`src/rtl/vs_regfile_write_arbiter.sv`:
```
// Write-port arbiter for the vertex shader register file: req 0 has fixed priority,
// the remaining requesters rotate round-robin, and a starvation guard forces the pool through.
module vs_regfile_write_arbiter #(
  parameter int NUM_REQ      = 3,
  parameter int ADDR_WIDTH   = 8,
  parameter int DATA_WIDTH   = 128,
  parameter int MASK_WIDTH   = 4,
  parameter int STARVE_LIMIT = 4,
  localparam int ID_W        = (NUM_REQ > 1) ? $clog2(NUM_REQ) : 1,
  localparam int CNT_W       = $clog2(STARVE_LIMIT + 1)
) (
  input  logic                          clk,
  input  logic                          reset,
  input  logic [NUM_REQ-1:0]            iReqValid,
  input  logic [NUM_REQ*ADDR_WIDTH-1:0] iReqAddr,
  input  logic [NUM_REQ*DATA_WIDTH-1:0] iReqData,
  input  logic [NUM_REQ*MASK_WIDTH-1:0] iReqMask,
  output logic [NUM_REQ-1:0]            oReqReady,
  input  logic                          iRfBusy,
  output logic                          oWrEnable,
  output logic [ADDR_WIDTH-1:0]         oWrAddr,
  output logic [DATA_WIDTH-1:0]         oWrData,
  output logic [MASK_WIDTH-1:0]         oWrMask,
  output logic [ID_W-1:0]               oGrantId,
  output logic                          oIdle
);

  typedef enum logic {ST_NORMAL, ST_FAIR} state_t;

  state_t                state_q, state_d;
  logic [ID_W-1:0]       rr_ptr_q, rr_ptr_d;
  logic [CNT_W-1:0]      starve_cnt_q, starve_cnt_d;
  logic                  wr_en_q, wr_en_d;
  logic [ADDR_WIDTH-1:0] wr_addr_q, wr_addr_d;
  logic [DATA_WIDTH-1:0] wr_data_q, wr_data_d;
  logic [MASK_WIDTH-1:0] wr_mask_q, wr_mask_d;
  logic [ID_W-1:0]       wr_id_q, wr_id_d;

  logic                  pool_any;
  logic                  pool_hit;
  logic [ID_W-1:0]       pool_idx;
  logic [ID_W-1:0]       cand_id;
  int                    cand;
  logic                  gnt_vld;
  logic [ID_W-1:0]       gnt_id;
  logic [MASK_WIDTH-1:0] gnt_mask;

  // Pool scan starts at rr_ptr_q and wraps from NUM_REQ-1 back to 1, never touching req 0.
  always_comb begin
    pool_any = |iReqValid[NUM_REQ-1:1];
    pool_hit = 1'b0;
    pool_idx = '0;
    cand     = 0;
    cand_id  = '0;
    for (int off = 0; off < NUM_REQ - 1; off++) begin
      cand = int'(rr_ptr_q) + off;
      if (cand > NUM_REQ - 1) cand = cand - (NUM_REQ - 1);
      cand_id = ID_W'(cand);
      if (!pool_hit && iReqValid[cand_id]) begin
        pool_hit = 1'b1;
        pool_idx = cand_id;
      end
    end

    gnt_vld = 1'b0;
    gnt_id  = '0;
    if (!iRfBusy) begin
      if (state_q == ST_FAIR) begin
        if (pool_hit) begin
          gnt_vld = 1'b1;
          gnt_id  = pool_idx;
        end else if (iReqValid[0]) begin
          gnt_vld = 1'b1;
        end
      end else begin
        if (iReqValid[0]) begin
          gnt_vld = 1'b1;
        end else if (pool_hit) begin
          gnt_vld = 1'b1;
          gnt_id  = pool_idx;
        end
      end
    end
    oReqReady = gnt_vld ? (NUM_REQ'(1) << gnt_id) : '0;
  end

  always_comb begin
    state_d      = state_q;
    rr_ptr_d     = rr_ptr_q;
    starve_cnt_d = starve_cnt_q;
    if (gnt_vld) begin
      if (gnt_id == '0) begin
        if (pool_any) begin
          if (starve_cnt_q != CNT_W'(STARVE_LIMIT)) starve_cnt_d = starve_cnt_q + CNT_W'(1);
        end else begin
          starve_cnt_d = '0;
        end
      end else begin
        starve_cnt_d = '0;
        state_d      = ST_NORMAL;
        rr_ptr_d     = (gnt_id == ID_W'(NUM_REQ - 1)) ? ID_W'(1) : gnt_id + ID_W'(1);
      end
      if (starve_cnt_d == CNT_W'(STARVE_LIMIT)) state_d = ST_FAIR;
    end else if (!iRfBusy && !pool_any) begin
      starve_cnt_d = '0;
    end
  end

  // Output register: a zero mask is still a handshake but must not strobe the register file.
  always_comb begin
    wr_addr_d = wr_addr_q;
    wr_data_d = wr_data_q;
    wr_mask_d = wr_mask_q;
    wr_id_d   = wr_id_q;
    gnt_mask  = '0;
    for (int i = 0; i < NUM_REQ; i++) begin
      if (gnt_vld && gnt_id == ID_W'(i)) begin
        wr_addr_d = iReqAddr[i*ADDR_WIDTH +: ADDR_WIDTH];
        wr_data_d = iReqData[i*DATA_WIDTH +: DATA_WIDTH];
        wr_mask_d = iReqMask[i*MASK_WIDTH +: MASK_WIDTH];
        wr_id_d   = ID_W'(i);
        gnt_mask  = iReqMask[i*MASK_WIDTH +: MASK_WIDTH];
      end
    end
    wr_en_d = gnt_vld && (|gnt_mask);
  end

  always_ff @(posedge clk) begin
    if (reset) begin
      state_q      <= ST_NORMAL;
      rr_ptr_q     <= ID_W'(1);
      starve_cnt_q <= '0;
      wr_en_q      <= 1'b0;
      wr_addr_q    <= '0;
      wr_data_q    <= '0;
      wr_mask_q    <= '0;
      wr_id_q      <= '0;
    end else begin
      state_q      <= state_d;
      rr_ptr_q     <= rr_ptr_d;
      starve_cnt_q <= starve_cnt_d;
      wr_en_q      <= wr_en_d;
      wr_addr_q    <= wr_addr_d;
      wr_data_q    <= wr_data_d;
      wr_mask_q    <= wr_mask_d;
      wr_id_q      <= wr_id_d;
    end
  end

  assign oWrEnable = wr_en_q;
  assign oWrAddr   = wr_addr_q;
  assign oWrData   = wr_data_q;
  assign oWrMask   = wr_mask_q;
  assign oGrantId  = wr_id_q;
  assign oIdle     = ~(|iReqValid) & ~wr_en_q;

endmodule

```
`config.mk`:
```
export PLATFORM = sky130hd
export DESIGN_NAME = vs_regfile_write_arbiter
export DESIGN_NICKNAME = d
export VERILOG_FILES = /design/src/rtl/vs_regfile_write_arbiter.sv
export SDC_FILE = /design/constraint.sdc
export NUM_CORES = 1
export LEC_CHECK = 0
export ABC_CLOCK_PERIOD_IN_PS = 1860
export BUFFER_PORTS_ARGS = -buffer_cell sky130_fd_sc_hd__buf_2
export CAP_MARGIN = 20
export CORE_AREA = 2 2 223 225
export CTS_CLUSTER_SIZE = 16
export DETAILED_ROUTE_END_ITERATION = 8
export DIE_AREA = 0 0 225 227
export PLACE_DENSITY = 0.47
export REMOVE_ABC_BUFFERS = 1
export SYNTH_ARGS = -nofsm -noshare
export SYNTH_HDL_FRONTEND = slang
export SYNTH_SLANG_ARGS = --single-unit
```
`constraint.sdc`:
```
create_clock -name clk -period 1.86 [get_ports clk]
set_input_delay 0.093 -clock clk [delete_from_list [all_inputs] [get_ports clk]]
set_output_delay 0.093 -clock clk [all_outputs]
set_load 0.02 [all_outputs]
```
# Yosys cells after proc, flatten, opt, wreduce, memory -nomap -nowiden
# Cells that the tools add are included.
[word_totals] register_bits=149 in_bits=426 out_inout_bits=147 wordCells=92
[classes] magnitude_cmp=4 n_eq_ne=5 shift=1 n_bitwise=4 n_mux=45 n_addsub=5 n_reduce_logical=19
[op_table] op="128-bit two-way mux" count=3
[op_table] op="2-bit two-way mux" count=12
[op_table] op="4-bit two-way mux" count=6
[op_table] op="8-bit two-way mux" count=3
[op_table] op="3-bit two-way mux" count=7
[op_table] op="1-bit two-way mux" count=12
[op_table] op="1-bit logical AND" count=6
[op_table] op="2-bit by 3-bit < comparator with 1-bit output (second input constant)" count=2
[op_table] op="1-bit binary-select mux with 2-bit select" count=2
[op_table] op="2-bit AND reduction" count=2
[op_table] op="2-bit nonzero test" count=2
[op_table] op="2-bit OR reduction" count=2
[op_table] op="4-bit OR reduction" count=1
[op_table] op="2-bit subtractor (second input constant)" count=2
[op_table] op="2-bit by 1-bit adder with 3-bit output (second input constant)" count=1
[op_table] op="3-bit by 1-bit adder with 3-bit output (second input constant)" count=1
[op_table] op="3-bit == test (second input constant)" count=1
[op_table] op="3-bit by 2-bit greater-than comparator with 1-bit output (second input constant)" count=1
[op_table] op="1-bit logical NOT" count=3
[op_table] op="3-bit != test (second input constant)" count=1
[op_table] op="1-bit NOT" count=3
[op_table] op="3-bit nonzero test" count=1
[op_table] op="3-bit OR reduction" count=1
[op_table] op="1-bit by 2-bit << shifter with 3-bit output (first input constant)" count=1
[op_table] op="other kinds (7)" count=7

# Longest topological paths before layout
[depth] depth_word=19 ltp_mapped=8 mapped_depth_nobuf=7

# Worst setup path after synthesis
# OpenSTA, ideal clock, no wires.
[synth_path] path_kind="reg2out" from="reg rr_ptr_q[1]" to="out oReqReady[0]" path_buffers=2 t_required_ps=1767 path_stages_with_launch=8 arrival_time_ps=1608 slack_ps=159 cell_sequence="dfxtp_1 -> mux2i_1 -> nor2_1 -> o21ai_2 -> buf_2 -> buf_2 -> nand2_1 -> nor2_1"
[synth_between] elab_chain_len=14 word_cells_on_any_way=28 cone_classes="add/sub (3); order compare (2); shift (1); mux (20); reduce/logical (2)"
[synth_rtl] element="from (decl)" line="31" rtl="logic [ID_W-1:0] rr_ptr_q, rr_ptr_d;"
[synth_rtl] element="from (signal assigned)" line="140" rtl="rr_ptr_q <= rr_ptr_d;"
[synth_rtl] element="branches (longest 13 deep; another with 2-bit by 1-bit adder with 3-bit output)"
[synth_rtl] element="3-bit two-way mux *" line="84" rtl="oReqReady = gnt_vld ? (NUM_REQ'(1) << gnt_id) : '0;"
[synth_rtl] element="to (decl)" line="18" rtl="output logic [NUM_REQ-1:0] oReqReady,"
# Mark *: on every way between the ends. The select of a mux whose other input is x is not followed.

# Worst setup path after layout
[layout_path] from="reg rr_ptr_q[1]" to="reg wr_data_q[67], in the netlist oWrData[67]"
[layout_between] elab_chain_len=16 word_cells_on_any_way=35 cone_classes="add/sub (3); order compare (2); eq/ne (2); mux (21); reduce/logical (7)"
[layout_rtl] element="branches (longest 16 deep; another with 2-bit by 1-bit adder with 3-bit output)"
[layout_rtl] element="to (signal assigned)" line="144" rtl="wr_data_q <= wr_data_d;"
[layout_rtl] element="to (decl)" line="35" rtl="logic [DATA_WIDTH-1:0] wr_data_q, wr_data_d;"
# Several ways; the timed one is not identified. The select of a mux whose other input is x is not followed.
# A chain may end at the register's enable or synchronous reset.

==> flow_metrics.py <==
metrics = {
    "status": {
        "run_status": "complete, but fails checks",
        "violated_checks": "setup timing",
    },
    "timing": {
        "slew_headroom": 0.691,
        "post_route_setup_slack_ps": -176,
        "final_max_slew_viol_count": 0,
        "finalWorstPathRequiredPeriod_ps": 2040,
        "timing.clock.skew_ps": 8.77,
        "grt_setup_unrepaired": "yes",
        "timing.final.crit_share": 1.09,
        "final-setup-viol-count": 136,
        "worst_slew_pin_slew_ps": 459,
        "clock.fmax_ghz": 0.491,
        "hold_violations": 0,
    },
    "job": {
        "drv.max_cap_violation_count": 0,
    },
    "placement": {
        "port_buffers": 572,
        "gp_routability_congestion": 0.844,
        "place_area_um2": 11900,
        "detailedPlacementHpwl_um": 28800,
    },
    "detailed_routing": {
        "num_vias": 12000,
        "first_pass_iters": 5,
        "starting_drt_drc_count": 515,
        "vias_per_cell": 4.49,
        "wire_per_inst_um": 17.6,
        "antenna_violating_nets_post_route": 0,
        "remaining_routing_drc_violations": 0,
        "finalWirelength_um": 46800,
    },
    "clock_tree": {
        "cts_buffers": 17,
        "cts_tree": "yes",
        "cts_root_buffer": "sky130_fd_sc_hd__clkbuf_16",
        "clk_pin_slew_ps": 60,
        "clock_sinks": 149,
        "clock_insertion_delay_worst_skew_ps": 470,
        "clock_path_buffers": 2,
        "cts-htree-levels": 4,
    },
    "worst_setup_path": {
        "cp_slowest_stage_delay_ps": 330,
        "timing.reg2reg.worst_path_depth": 9,
        "worstReg2RegEnd": "oWrData[67]",
        "reg2reg_from": "rr_ptr_q[1]",
        "critical_path_required_ps": 2190,
        "timing.critical_path.fanout_max": 11,
        "timing.reg2reg.setup_slack_ps": -180,
        "crit_arrival_ps": 2370,
        "setup.worst_path.class": "reg2reg",
        "slowest_cell_on_crit_path": "sky130_fd_sc_hd__dfxtp_2",
        "timing.critical_path.cells": "mux2i_1, buf_4, o2111ai_4, buf_12, buf_16, buf_8, and2_4, a211oi_2, o21ai_1",
        "cp_top_family": "buffers and inverters",
        "worstSetupStartpointType": "flop",
        "critical_path_buf_inv_count": 4,
        "critical_path_end_type": "flop",
    },
    "min_path": {
        "hold_path_end": "oWrData[26]",
        "hold_sp": "iReqData[26]",
        "worstHoldPathType": "in2reg",
        "min_path_cells": 4,
    },
    "cells_and_area": {
        "seq_area_um2": 2990,
        "final_layout_size_suffix_gt1_frac": 0.449,
        "fillers": 4718,
        "multi_input_area_um2": 5080,
        "final_design_area_no_fill_um2": 18100,
        "final_core_util": 0.373,
        "area.growth.synth_to_final_pct": 137,
        "nNetsFinal": 2460,
    },
    "power": {
        "p_per_area_nw_per_um2": 588,
        "share_comb_of_total_power": 0.314,
        "netSwitchingFraction": 0.305,
        "post_route_total_power_mw": 10.6,
        "power_frac_clock": 0.351,
        "fraction_of_power_consumed_by_sequential_logic": 0.336,
        "internal_power_mw": 7.39,
        "net-switching-power_mw": 3.24,
        "vdd_drop_max_v": 0.000609,
        "power.static_leakage_nw": 7.82,
    },
    "global_routing": {
        "antenna_found_initial": 0,
        "overflow": 0,
        "global_route_wire_length_before_repair_um": 65700,
        "maximum_number_of_pins_on_one_net_before_global_route_repair": 57,
        "grt_usage": 0.167,
        "grt_pass1_vias": 12500,
    },
    "die": {
        "placementRows": 81,
        "die-height_um": 227,
        "design.die.area_um2": 51100,
        "die-width_um": 225,
        "floorplan.core_area_um2": 48500,
        "boundaryPins": 573,
        "initial_core_util": 0.157,
    },
    "logic_synthesis": {
        "synthesis_stage_register_bit_count": 149,
        "synth.avg_cell_area_um2": 7.65,
        "async_flop_share": 0,
        "synth_enable_flop_cells": 0,
        "seq_area_frac_synth": 0.390,
        "synth_cell_types": 40,
        "synthCells": 999,
        "ys_warn_count": 0,
        "synthFlopType": "sky130_fd_sc_hd__dfxtp_1",
        "mappedNetlistArea_um2": 7640,
    },
}
-- worst min-delay path: cells and delay by family --
| family | cells | cell delay, ps |
|---|---|---|
| and+or+nand+nor | 1 | 140 |
| AOI/OAI and AO/OA | 2 | 140 |
| buffers and inverters | 1 | 80 |
-- stage by stage --
stage,setup WS [ps],setup TNS [ps],hold slack [ps],instances
2_1_floorplan,-3810,-559630,162,905
3_3_place_gp,-110,-3380,368,2202
3_5_place_dp,-159,-4560,370,2202
4_1_cts,-166,-9330,1.55,2659
5_1_grt,-255,-20480,6.75,2667
6_report,-176,-10080,18.7,2668
-- kinds of logic after synthesis --
logic type / share of synthesized area
AO/OA/AOI/OAI: 0.343
adder cells (fa/ha/maj): 0.00327
buffers and inverters: 0.0599
flip-flops: 0.390
multiplexers: 0.00131
AND/OR/NAND/NOR: 0.203
-- synthesized netlist by cell type, types with 2 or more instances --
cell type | count | area [µm²]
sky130_fd_sc_hd__nand2_1 | 146 | 548
sky130_fd_sc_hd__buf_4 | 8 | 60.1
sky130_fd_sc_hd__inv_2 | 2 | 7.51
sky130_fd_sc_hd__o21ai_0 | 162 | 811
sky130_fd_sc_hd__dfxtp_1 | 149 | 2980
sky130_fd_sc_hd__nand3b_1 | 2 | 15.0
sky130_fd_sc_hd__nor4_1 | 3 | 18.8
sky130_fd_sc_hd__o41ai_1 | 2 | 17.5
sky130_fd_sc_hd__clkbuf_1 | 43 | 161
sky130_fd_sc_hd__nor2_1 | 5 | 18.8
sky130_fd_sc_hd__o21ai_1 | 120 | 601
sky130_fd_sc_hd__buf_1 | 3 | 11.3
sky130_fd_sc_hd__ha_1 | 2 | 25.0
sky130_fd_sc_hd__nand2b_1 | 2 | 12.5
sky130_fd_sc_hd__nor3_1 | 4 | 20.0
sky130_fd_sc_hd__and2_1 | 130 | 813
sky130_fd_sc_hd__a21oi_1 | 3 | 15.0
sky130_fd_sc_hd__and2_0 | 10 | 62.6
sky130_fd_sc_hd__inv_1 | 3 | 11.3
sky130_fd_sc_hd__buf_2 | 39 | 195
sky130_fd_sc_hd__a211oi_1 | 142 | 1070
-- per-layer routing --
| layer | vias to the layer above | wire length [µm] | GRT usage |
|---|---|---|---|
| met5 | - | 0 | 0 |
| met4 | 0 | 2790 | 0.113 |
| met3 | 169 | 3520 | 0.0514 |
| met2 | 644 | 23000 | 0.288 |
| met1 | 5538 | 17500 | 0.175 |
| li1 | 5628 | - | - |
-- power groups by stage --
stage	combinational (mW)	sequential (mW)	clock [mW]
2_1_floorplan	0.693	3.91	0
3_3_place_gp	2.17	3.62	0
3_5_place_dp	2.17	3.63	0
4_1_cts	3.09	3.56	3.86
5_1_grt	3.54	3.59	3.97
6_report	3.34	3.57	3.73
-- how the worst max path moves through the flow --
stage           startpoint      endpoint  slack [ps]  depth (start not counted)
4_1_cts        rr_ptr_q[1]  oReqReady[1]        -170                          8
3_5_place_dp   rr_ptr_q[1]  oWrData[126]        -160                          8
5_1_grt        rr_ptr_q[1]   oWrData[73]        -250                          9
3_3_place_gp   rr_ptr_q[1]    oWrAddr[4]        -110                          8
2_1_floorplan  rr_ptr_q[0]    oWrAddr[0]       -3810                          5
6_report       rr_ptr_q[1]   oWrData[67]        -180                          9
-- cells in the final DEF, fill, tap and decap left out, types with 2 or more instances in the layout --
cell / synthesis / layout
sky130_fd_sc_hd__buf_12: 0 / 24
sky130_fd_sc_hd__o21ai_1: 120 / 142
sky130_fd_sc_hd__nand2_1: 146 / 145
sky130_fd_sc_hd__clkbuf_8: 0 / 2
sky130_fd_sc_hd__o21ai_0: 162 / 140
sky130_fd_sc_hd__nor2_4: 0 / 2
sky130_fd_sc_hd__buf_6: 1 / 16
sky130_fd_sc_hd__bufinv_16: 0 / 3
sky130_fd_sc_hd__dlygate4sd3_1: 0 / 401
sky130_fd_sc_hd__dfxtp_1: 149 / 147
sky130_fd_sc_hd__nor4_1: 3 / 3
sky130_fd_sc_hd__a211oi_4: 0 / 8
sky130_fd_sc_hd__o41ai_1: 2 / 2
sky130_fd_sc_hd__nor2_1: 5 / 4
sky130_fd_sc_hd__a211oi_1: 142 / 5
sky130_fd_sc_hd__buf_8: 0 / 12
sky130_fd_sc_hd__dfxtp_2: 0 / 2
sky130_fd_sc_hd__clkinv_2: 0 / 5
sky130_fd_sc_hd__buf_2: 39 / 569
sky130_fd_sc_hd__nor3_1: 4 / 4
sky130_fd_sc_hd__inv_1: 3 / 3
sky130_fd_sc_hd__a21oi_1: 3 / 2
sky130_fd_sc_hd__nand2b_1: 2 / 2
sky130_fd_sc_hd__and2_4: 0 / 30
sky130_fd_sc_hd__buf_4: 8 / 73
sky130_fd_sc_hd__and2_0: 10 / 6
sky130_fd_sc_hd__clkinvlp_4: 0 / 3
sky130_fd_sc_hd__ha_1: 2 / 2
sky130_fd_sc_hd__a211oi_2: 0 / 129
sky130_fd_sc_hd__and2_1: 130 / 104
sky130_fd_sc_hd__buf_16: 0 / 7
sky130_fd_sc_hd__clkbuf_16: 0 / 22
sky130_fd_sc_hd__nand3b_1: 2 / 2
-- cell type report --
type | instances | area share
timing repair buffer | 1108 | 0.476
multi-input combinational | 751 | 0.281
sequential | 149 | 0.165
tap | 622 | 0.0430
clock buffer | 19 | 0.0250
clock inverter | 13 | 0.00858
inverter | 5 | 0.00159
antenna | 1 | 0.000138
-- timing repair --
action / in CTS / in global routing
pin swaps: 42 / 101
cloned: 4 / 7
gates resized for setup: 164 / 113
hold endpoints to repair: 145 / 0
setup endpoints to repair: 101 / 145
hold buffers: 401 / 0
buffers inserted: 20 / 2
-- sequential cells by signal (all words and copies together), names as in the netlist --
signal,cells
oWrData,128
oWrAddr,8
starve_cnt_q,3
rr_ptr_q,2
oWrEnable,1
oGrantId,2
oWrMask,4
state_q,1
Note: power is estimated with default switching activity, not from simulation.
